**src/rtl/dyser_send_queue_if.sv**
```systemverilog
`default_nettype none
// +--------------------------------------------------------------------------+
// | dyser_send_queue_if                                                      |
// | Core-side enqueue lanes and dual-lane DySER send lanes, bundled.         |
// | Revision: 1.0                                                            |
// +--------------------------------------------------------------------------+
interface dyser_send_queue_if #(
  parameter int DATA_WIDTH = 63
) ();
  logic                  enq_en0;
  logic [2:0]            enq_port0;
  logic [DATA_WIDTH:0]   enq_data0;
  logic                  enq_en1;
  logic [2:0]            enq_port1;
  logic [DATA_WIDTH:0]   enq_data1;
  logic                  enq_stall;
  logic                  send_stall;
  logic [DATA_WIDTH:0]   send_data_r0;
  logic [2:0]            send_port_r0;
  logic                  send_en0;
  logic [DATA_WIDTH:0]   send_data_r1;
  logic [2:0]            send_port_r1;
  logic                  send_en1;

  // Queue side
  modport slave (
    input  enq_en0, enq_port0, enq_data0, enq_en1, enq_port1, enq_data1, send_stall,
    output enq_stall, send_data_r0, send_port_r0, send_en0,
           send_data_r1, send_port_r1, send_en1
  );

  // Core / fabric side
  modport master (
    output enq_en0, enq_port0, enq_data0, enq_en1, enq_port1, enq_data1, send_stall,
    input  enq_stall, send_data_r0, send_port_r0, send_en0,
           send_data_r1, send_port_r1, send_en1
  );
endinterface
`default_nettype wire

```
**src/rtl/dyser_send_queue.sv**
```systemverilog
`default_nettype none
// +--------------------------------------------------------------------------+
// | dyser_send_queue                                                         |
// | In-order circular send buffer draining up to two beats/cycle into dyser. |
// | Revision: 1.0                                                            |
// +--------------------------------------------------------------------------+
module dyser_send_queue #(
  parameter int DATA_WIDTH = 63,
  parameter int DEPTH      = 8,
  parameter int PTR_W      = 3
) (
  input  wire              clk,
  input  wire              rst,
  dyser_send_queue_if.slave q,
  output logic [PTR_W:0]   occupancy
);

  localparam logic [PTR_W:0] c_DEPTH = (PTR_W+1)'(DEPTH);
  localparam logic [PTR_W:0] c_TWO   = (PTR_W+1)'(2);

  logic [2:0]          r_port [DEPTH];
  logic [DATA_WIDTH:0] r_data [DEPTH];
  logic [PTR_W-1:0]    r_head;
  logic [PTR_W-1:0]    r_tail;
  logic [PTR_W:0]      r_count;

  logic [PTR_W-1:0]    w_head1;
  logic [PTR_W-1:0]    w_tail1;
  logic [PTR_W:0]      w_free;
  logic [PTR_W:0]      w_enq_cnt;
  logic [PTR_W:0]      w_deq_cnt;
  logic                w_stall;
  logic                w_wr0;
  logic                w_wr1;
  logic                w_en0;
  logic                w_en1;
  logic                w_rd0;
  logic                w_rd1;

  // Stall looks only at registered count: two free slots guarantee a pair fits.
  always_comb begin
    w_free    = c_DEPTH - r_count;
    w_stall   = w_free < c_TWO;
    w_wr0     = q.enq_en0 & ~w_stall;
    w_wr1     = q.enq_en1 & ~w_stall;
    w_tail1   = r_tail + PTR_W'(w_wr0);
    w_head1   = r_head + PTR_W'(1);
    w_en0     = (r_count != '0);
    w_en1     = (r_count >= c_TWO) && (r_port[w_head1] != r_port[r_head]);
    w_rd0     = w_en0 & ~q.send_stall;
    w_rd1     = w_en1 & ~q.send_stall;
    w_enq_cnt = (PTR_W+1)'(w_wr0) + (PTR_W+1)'(w_wr1);
    w_deq_cnt = (PTR_W+1)'(w_rd0) + (PTR_W+1)'(w_rd1);
  end

  always_ff @(posedge clk) begin
    if (w_wr0) begin
      r_port[r_tail] <= q.enq_port0;
      r_data[r_tail] <= q.enq_data0;
    end
    if (w_wr1) begin
      r_port[w_tail1] <= q.enq_port1;
      r_data[w_tail1] <= q.enq_data1;
    end
  end

  always_ff @(posedge clk or negedge rst) begin
    if (!rst) begin
      r_head  <= '0;
      r_tail  <= '0;
      r_count <= '0;
    end else begin
      r_head  <= r_head + PTR_W'(w_deq_cnt);
      r_tail  <= r_tail + PTR_W'(w_enq_cnt);
      r_count <= r_count + w_enq_cnt - w_deq_cnt;
    end
  end

  // Disabled lanes drive zeros so stale storage never leaks to the fabric.
  assign q.enq_stall    = w_stall;
  assign q.send_en0     = w_en0;
  assign q.send_port_r0 = w_en0 ? r_port[r_head]  : 3'd0;
  assign q.send_data_r0 = w_en0 ? r_data[r_head]  : '0;
  assign q.send_en1     = w_en1;
  assign q.send_port_r1 = w_en1 ? r_port[w_head1] : 3'd0;
  assign q.send_data_r1 = w_en1 ? r_data[w_head1] : '0;
  assign occupancy      = r_count;

endmodule
`default_nettype wire
```
**src/flat_wrapper.sv**
```systemverilog
// flat-port wrapper written by rule: the top's interface ports become plain ports
module dyser_send_queue_flat 
#(
  parameter int DATA_WIDTH = 63,
  parameter int DEPTH      = 8,
  parameter int PTR_W      = 3
)
  (clk, rst, occupancy, q_enq_en0, q_enq_port0, q_enq_data0, q_enq_en1, q_enq_port1, q_enq_data1, q_send_stall, q_enq_stall, q_send_data_r0, q_send_port_r0, q_send_en0, q_send_data_r1, q_send_port_r1, q_send_en1);
  dyser_send_queue_if #(.DATA_WIDTH(DATA_WIDTH)) q_i ();
  input  wire clk;
  input  wire rst;
  output logic [PTR_W:0] occupancy;
  input wire logic [$bits(q_i.enq_en0)-1:0] q_enq_en0;
  input wire logic [$bits(q_i.enq_port0)-1:0] q_enq_port0;
  input wire logic [$bits(q_i.enq_data0)-1:0] q_enq_data0;
  input wire logic [$bits(q_i.enq_en1)-1:0] q_enq_en1;
  input wire logic [$bits(q_i.enq_port1)-1:0] q_enq_port1;
  input wire logic [$bits(q_i.enq_data1)-1:0] q_enq_data1;
  input wire logic [$bits(q_i.send_stall)-1:0] q_send_stall;
  output wire logic [$bits(q_i.enq_stall)-1:0] q_enq_stall;
  output wire logic [$bits(q_i.send_data_r0)-1:0] q_send_data_r0;
  output wire logic [$bits(q_i.send_port_r0)-1:0] q_send_port_r0;
  output wire logic [$bits(q_i.send_en0)-1:0] q_send_en0;
  output wire logic [$bits(q_i.send_data_r1)-1:0] q_send_data_r1;
  output wire logic [$bits(q_i.send_port_r1)-1:0] q_send_port_r1;
  output wire logic [$bits(q_i.send_en1)-1:0] q_send_en1;
  assign q_i.enq_en0 = q_enq_en0;
  assign q_i.enq_port0 = q_enq_port0;
  assign q_i.enq_data0 = q_enq_data0;
  assign q_i.enq_en1 = q_enq_en1;
  assign q_i.enq_port1 = q_enq_port1;
  assign q_i.enq_data1 = q_enq_data1;
  assign q_i.send_stall = q_send_stall;
  assign q_enq_stall = q_i.enq_stall;
  assign q_send_data_r0 = q_i.send_data_r0;
  assign q_send_port_r0 = q_i.send_port_r0;
  assign q_send_en0 = q_i.send_en0;
  assign q_send_data_r1 = q_i.send_data_r1;
  assign q_send_port_r1 = q_i.send_port_r1;
  assign q_send_en1 = q_i.send_en1;
  dyser_send_queue #(.DATA_WIDTH(DATA_WIDTH), .DEPTH(DEPTH), .PTR_W(PTR_W)) u_core (.clk(clk), .rst(rst), .q(q_i), .occupancy(occupancy));
endmodule
```
**config.mk**
```make
export PLATFORM = sky130hd
export DESIGN_NAME = dyser_send_queue_flat
export DESIGN_NICKNAME = d
export VERILOG_FILES = /design/src/rtl/dyser_send_queue_if.sv /design/src/rtl/dyser_send_queue.sv /design/src/flat_wrapper.sv
export SDC_FILE = /design/constraint.sdc
export NUM_CORES = 1
export LEC_CHECK = 0
export ABC_CLOCK_PERIOD_IN_PS = 7000
export CAP_MARGIN = 20
export CORE_UTILIZATION = 45
export DETAILED_ROUTE_END_ITERATION = 8
export PLACE_DENSITY = 0.71
export SKIP_CTS_REPAIR_TIMING = 1
export SKIP_LAST_GASP = 1
export SLEW_MARGIN = 20
export SYNTH_ARGS = -nofsm -noshare
export SYNTH_HDL_FRONTEND = slang
export SYNTH_SLANG_ARGS = --single-unit
export TNS_END_PERCENT = 1
```
**constraint.sdc**
```tcl
create_clock -name clk -period 7 [get_ports clk]
set_clock_uncertainty 0.05 [all_clocks]
set_input_delay 1.05 -clock clk [delete_from_list [all_inputs] [get_ports clk]]
set_output_delay 1.05 -clock clk [all_outputs]
set_load 0.005 [all_outputs]
```
# ---- After elaboration in Yosys (flattened, before gate mapping)
# Memory sizes are Yosys's and may differ from the RTL's.
# Index checks and enable logic that the tools add are counted.
dict set report word_totals {
  regBits 10
  ramBits 536
  n_memories 2
}
dict set report classes {
  add_sub_neg 9
  order_cmp 2
  n_eq_ne 1
  mux 8
  bitwise 6
  n_reduce_logical 2
}
# memory depth word_bits read_ports rd_ports_with_merged_regs write_ports line
set memory_table {}
lappend memory_table {u_core.r_data 8 64 2 0 2 dyser_send_queue.sv:22} ;# logic [DATA_WIDTH:0] r_data [DEPTH];
lappend memory_table {u_core.r_port 8 3 2 0 2 dyser_send_queue.sv:21} ;# logic [2:0] r_port [DEPTH];
# op count
set op_table {}
lappend op_table {{$mux W64} 2}
lappend op_table {{$add A3 B3 Y3} 2}
lappend op_table {{$mux W3} 2}
lappend op_table {{$add A1 B1 Y2} 2}
lappend op_table {{$add A4 B4 Y4} 1}
lappend op_table {{$and A1 B1 Y1} 4}
lappend op_table {{$ge A4 B2 Y1 const B} 1}
lappend op_table {{$lt A4 B2 Y1 const B} 1}
lappend op_table {{$mux W1} 4}
lappend op_table {{$reduce_bool A4 Y1} 1}
lappend op_table {{$sub A4 B4 Y4} 1}
lappend op_table {{$sub A4 B4 Y4 const A} 1}
lappend op_table {{$add A3 B1 Y3} 1}
lappend op_table {{$add A3 B1 Y3 const B} 1}
lappend op_table {{$ne A3 B3 Y1} 1}
lappend op_table {{$not A1 Y1} 2}
lappend op_table {{$logic_and A1 B1 Y1} 1}

# ---- Longest topological paths before layout
dict set report logic_depth {
  word_depth 7
  ltp_mapped 15
}

# ---- Worst setup path after synthesis
# No wires, ideal clock.
dict set report synth_path {
  path_type {register to register}
  start {reg u_core.r_count[1] (netlist: u_core.occupancy[1])}
  end {mem u_core.r_data[0][0] in the netlist's numbering (enable)}
  setup_time_ns 0.592
  arrival_time_ns 6.452
  required_ns 6.358
  path_slack_ns -0.094
  stages_incl_launch_ff 7
  path_buffers 1
  path_cell_list {dfrtp_1 > or3_1 > a41oi_1 > or2_1 > clkbuf_1 > nand3b_1 > o31ai_1}
}
# element line
set synth_rtl {}
lappend synth_rtl {{start, declared} dyser_send_queue.sv:25} ;# logic [PTR_W:0] r_count;
lappend synth_rtl {{start signal, assigned} dyser_send_queue.sv:75} ;# r_count <= r_count + w_enq_cnt - w_deq_cnt;
lappend synth_rtl {{end, declared} dyser_send_queue.sv:22}

# ---- Worst setup path in the final report
dict set report layout_path {
  start {reg u_core.r_head[0]}
  end {out q_send_data_r1[29]}
}
dict set report layout_between {
  elab_chain_cells 5
  word_cells_on_any_way 6
  cone_classes {add/sub: 1; eq/ne: 1; mux: 1; reduce/logical: 1; memory: 2}
}
# element line
set layout_rtl {}
lappend layout_rtl {{start, declared} dyser_send_queue.sv:23} ;# logic [PTR_W-1:0] r_head;
lappend layout_rtl {{start signal, assigned} dyser_send_queue.sv:73} ;# r_head <= r_head + PTR_W'(w_deq_cnt);
lappend layout_rtl {{$add A3 B1 Y3} dyser_send_queue.sv:47} ;# w_head1 = r_head + PTR_W'(1);
lappend layout_rtl {{$mem_v2 Z8 W3} n/a}
lappend layout_rtl {{$ne A3 B3 Y1} dyser_send_queue.sv:49} ;# w_en1 = (r_count >= c_TWO) && (r_port[w_head1] != r_port[r_head]);
lappend layout_rtl {{$logic_and A1 B1 Y1} dyser_send_queue.sv:49}
lappend layout_rtl {{$mux W64 *} dyser_send_queue.sv:86} ;# assign q.send_data_r1 = w_en1 ? r_data[w_head1] : '0;
lappend layout_rtl {{end, declared} flat_wrapper.sv:24} ;# output wire logic [$bits(q_i.send_data_r1)-1:0] q_send_data_r1;
# Every way passes the cells marked *; elsewhere a longest branch is shown, timed or not.

==> flow_metrics.env <==
export IMPL_power_frac_seq_pct=26.0
export IMPL_cap_viol_max_count=0
export IMPL_min_from="u_core.r_tail[2]$_DFF_PN0_"
export IMPL_powerDensity_nw_per_um2=584
export IMPL_fin_crit_ps=6440
export IMPL_dieArea_um2=72200
export IMPL_clock_tree_root_cell="clkbuf_16"
export IMPL_htree_levels=2
export IMPL_critical_path_buf_inv_count=3
export IMPL_path_cells="ha_4 -> buf_4 -> mux4_2 -> xnor2_1 -> a22oi_1 -> a31oi_4 -> buf_4 -> a211oi_1 -> clkdlybuf4s50_1"
export IMPL_hold_slack_ps=561
export IMPL_io_pins=280
export IMPL_worst_pin_slew_ps=1240
export IMPL_syn_inst=1885
export IMPL_ir_worst_vdd_uv=552
export IMPL_drt_total_wl_um=92900
export IMPL_slew_viol_final=0
export IMPL_p_leak_nw=12.7
export IMPL_fmax_ghz=0.155
export IMPL_synth_seq_cells=546
export IMPL_timing_final_crit_share_pct=92.0
export IMPL_areaGrowthSynthToFinish_pct=18.2
export IMPL_cp_top_family="buffers and inverters"
export IMPL_synth_top_cell_area_share_pct=50.3
export IMPL_slew_headroom_pct=17.4
export IMPL_p_comb_share_pct=59.7
export IMPL_cts_made_buffers=59
export IMPL_totalPowerFinal_w=0.0221
export IMPL_avgViaCountPerCell=6.33
export IMPL_finalSetupViolCount=0
export IMPL_critPathMostFrequentCell="buf_4"
export IMPL_switching_share_pct=38.4
export IMPL_internal_power_w=0.0136
export IMPL_cts_sinks=546
export IMPL_syn_area_per_cell_um2=17.0
export IMPL_chipHeight_um=269
export IMPL_reg2regPathDepth=13
export IMPL_globalplace_congestion=0.779
export IMPL_ys_warn_count=0
export IMPL_dp_hpwl_um=52700
export IMPL_synth_area_top_cells="edfxtp_1 (50%), mux4_2 (19%), mux2_2 (19%)"
export IMPL_ys_types=37
export IMPL_io_buffers=279
export IMPL_critPathLaunchType="flip-flop"
export IMPL_nets=2262
export IMPL_yosysSeqAreaShare_pct=51.0
export IMPL_rrSetupSlack_ps=1570
export IMPL_min_to="u_core.r_tail[2]$_DFF_PN0_"
export IMPL_grt_pass1_wl_um=134000
export IMPL_syn_cell_area_um2=32000
export IMPL_grt_overflow=0
export IMPL_dr_total_vias=19600
export IMPL_die_x_um=269
export IMPL_timing_rr_end="u_core.occupancy[2]$_DFF_PN0_"
export IMPL_hold_class="reg2reg"
export IMPL_drt_iter0_drc=1722
export IMPL_synth_area_leader_cell="edfxtp_1"
export IMPL_grt_total_usage_pct=25.7
export IMPL_critPathMaxFanout=33
export IMPL_crit_path_top_delay_cell="ha_4"
export IMPL_end_kind="primary output"
export IMPL_min_path_cells=1
export IMPL_rr_startpoint="u_core.r_head[0]$_DFF_PN0_"
export IMPL_antenna_found_initial=16
export IMPL_criticalPathCategory="reg2out"
export IMPL_worstPathArrival_ps=5340
export IMPL_critPathRequiredTime_ps=5900
export IMPL_clockBufferDepth=3
export IMPL_remaining_drc_errors=0
export IMPL_rsz0062_at_grt="false"
export IMPL_grt_max_degree=146
export IMPL_clkTransAtPathRegs_ps=60
export IMPL_pre_cts_slack_ps=1160
export IMPL_clockPowerShare_pct=14.3
export IMPL_worst_skew_pair_late_latency_ps=630
export IMPL_grt_pass1_vias=20200
export IMPL_switching_power_w=0.00848
export IMPL_post_drt_wl_per_cell_um=30.0
export IMPL_cts_tree="built"
export IMPL_worst_path_largest_cell_delay_ps=680
export IMPL_outcome="finished clean"
export IMPL_setup_tns_ps=0
export IMPL_hold_viol=0
export IMPL_syn_nets=2042
export IMPL_drive_gt1_share_pct=44.5
export IMPL_core_um2=70300
export IMPL_antenna_left=0
export IMPL_worst_slack_ps=558
export IMPL_initial_core_util_pct=45.6
export IMPL_dr_pass1_iters=5
export IMPL_rows=97
-- synthesized netlist by cell type --
library cell,instances
buf_6,6
or4_1,2
fa_1,4
clkbuf_1,63
buf_2,34
edfxtp_1,536
dfrtp_1,10
buf_4,2
or3_1,1
mux2_2,535
o21ai_0,7
a211oi_1,68
nand3b_1,3
inv_1,14
a31oi_2,1
a22oi_1,2
a41oi_1,1
nor3b_1,2
or2_2,1
mux2i_1,134
mux2_1,1
nand2_1,5
buf_1,59
o31ai_1,2
nand2b_1,2
and2_1,3
a21o_1,1
a21oi_1,2
nand4_1,2
xnor2_1,10
xor2_1,8
ha_1,14
nor2b_1,3
nor2_1,71
or2_1,1
mux4_2,269
nand3_1,6
-- metal layers --
metal / vias to the layer above / GRT usage (%) / routed length, um
li1: 8285 / - / -
met1: 10400 / 35.2 / 38800
met2: 750 / 41.8 / 45100
met3: 156 / 5.22 / 6990
met4: 20 / 6.88 / 1970
met5: - / 0 / 126
-- flip-flops by register name, indices dropped and copies added, names as in the netlist --
signal,cells
u_core.r_tail,3
u_core.occupancy,4
u_core.r_data,512
u_core.r_port,24
u_core.r_head,3
-- cell type report --
| type | instances | area (um^2) |
|---|---|---|
| Timing Repair Buffer | 323 | 3230 |
| Inverter | 14 | 52.6 |
| Sequential cell | 546 | 16400 |
| Fill cell | 5501 | 32400 |
| Antenna cell | 9 | 22.5 |
| Clock inverter | 43 | 408 |
| Multi-Input combinational cell | 1161 | 15100 |
| Tap cell | 940 | 1180 |
| Clock buffer | 67 | 1530 |
-- cells in the final DEF (no fill, tap or decap), types with 3 or more instances in the layout --
cell type / netlist / routed
clkinv_1: 0 / 13
buf_12: 0 / 5
mux2_2: 535 / 535
nand2_1: 5 / 5
o21ai_4: 0 / 6
ha_1: 14 / 13
clkinv_2: 0 / 15
nand3_1: 6 / 3
edfxtp_1: 536 / 536
xor2_1: 8 / 8
inv_1: 14 / 14
a211oi_1: 68 / 68
fa_1: 4 / 4
nand3b_1: 3 / 3
bufinv_16: 0 / 7
nor2_1: 71 / 71
clkbuf_16: 0 / 60
nand3_4: 0 / 3
clkinvlp_4: 0 / 3
clkbuf_1: 63 / 7
diode_2: 0 / 9
dfrtp_4: 0 / 3
clkdlybuf4s50_1: 0 / 279
nor2b_1: 3 / 3
mux4_2: 269 / 269
mux2i_1: 134 / 134
dfrtp_1: 10 / 7
xnor2_1: 10 / 10
buf_4: 2 / 37
-- stage by stage --
step	util [%]	instances	instance area [um^2]
after floorplan	-	1885	32000
after global placement	51.0	2982	35800
after detailed placement	51.1	2984	35900
after CTS	53.8	3094	37800
after global routing	53.9	3099	37800
final	53.9	3103	37900
-- kinds of logic after synthesis --
group           count (synthesis)  synth area share [%]
mux                           939                  42.0
flops                         546                  51.0
buf+inv                       178                  2.38
simple gates                  102                  1.40
compound gates                 84                  1.92
xor+xnor                       18                 0.492
fa+ha+maj                      18                 0.797
-- worst max path at each step --
stage	start	to	slack, ps	cells after the start
after floorplan	u_core.occupancy[1]$_DFF_PN0_	u_core.r_data[4][0]$_DFFE_PP_	-90	6
after global placement	u_core.r_head[0]$_DFF_PN0_	q_send_data_r1[26]	1220	9
after detailed placement	u_core.r_head[0]$_DFF_PN0_	q_send_data_r1[29]	1160	9
after CTS	u_core.r_head[0]$_DFF_PN0_	q_send_data_r1[29]	460	9
after global routing	u_core.r_head[0]$_DFF_PN0_	q_send_data_r1[29]	310	9
final	u_core.r_head[0]$_DFF_PN0_	q_send_data_r1[29]	560	9
-- power groups by stage --
| stage | clock (W) | combinational (W) | sequential (W) |
|---|---|---|---|
| 2_1_floorplan | 0 | 0.00784 | 0.00572 |
| 3_3_place_gp | 0 | 0.0131 | 0.00569 |
| 3_5_place_dp | 0 | 0.0132 | 0.00579 |
| 4_1_cts | 0.00322 | 0.0133 | 0.00573 |
| 5_1_grt | 0.00333 | 0.0140 | 0.00585 |
| 6_report | 0.00317 | 0.0132 | 0.00574 |
Note: power is estimated with default switching activity, not from simulation.
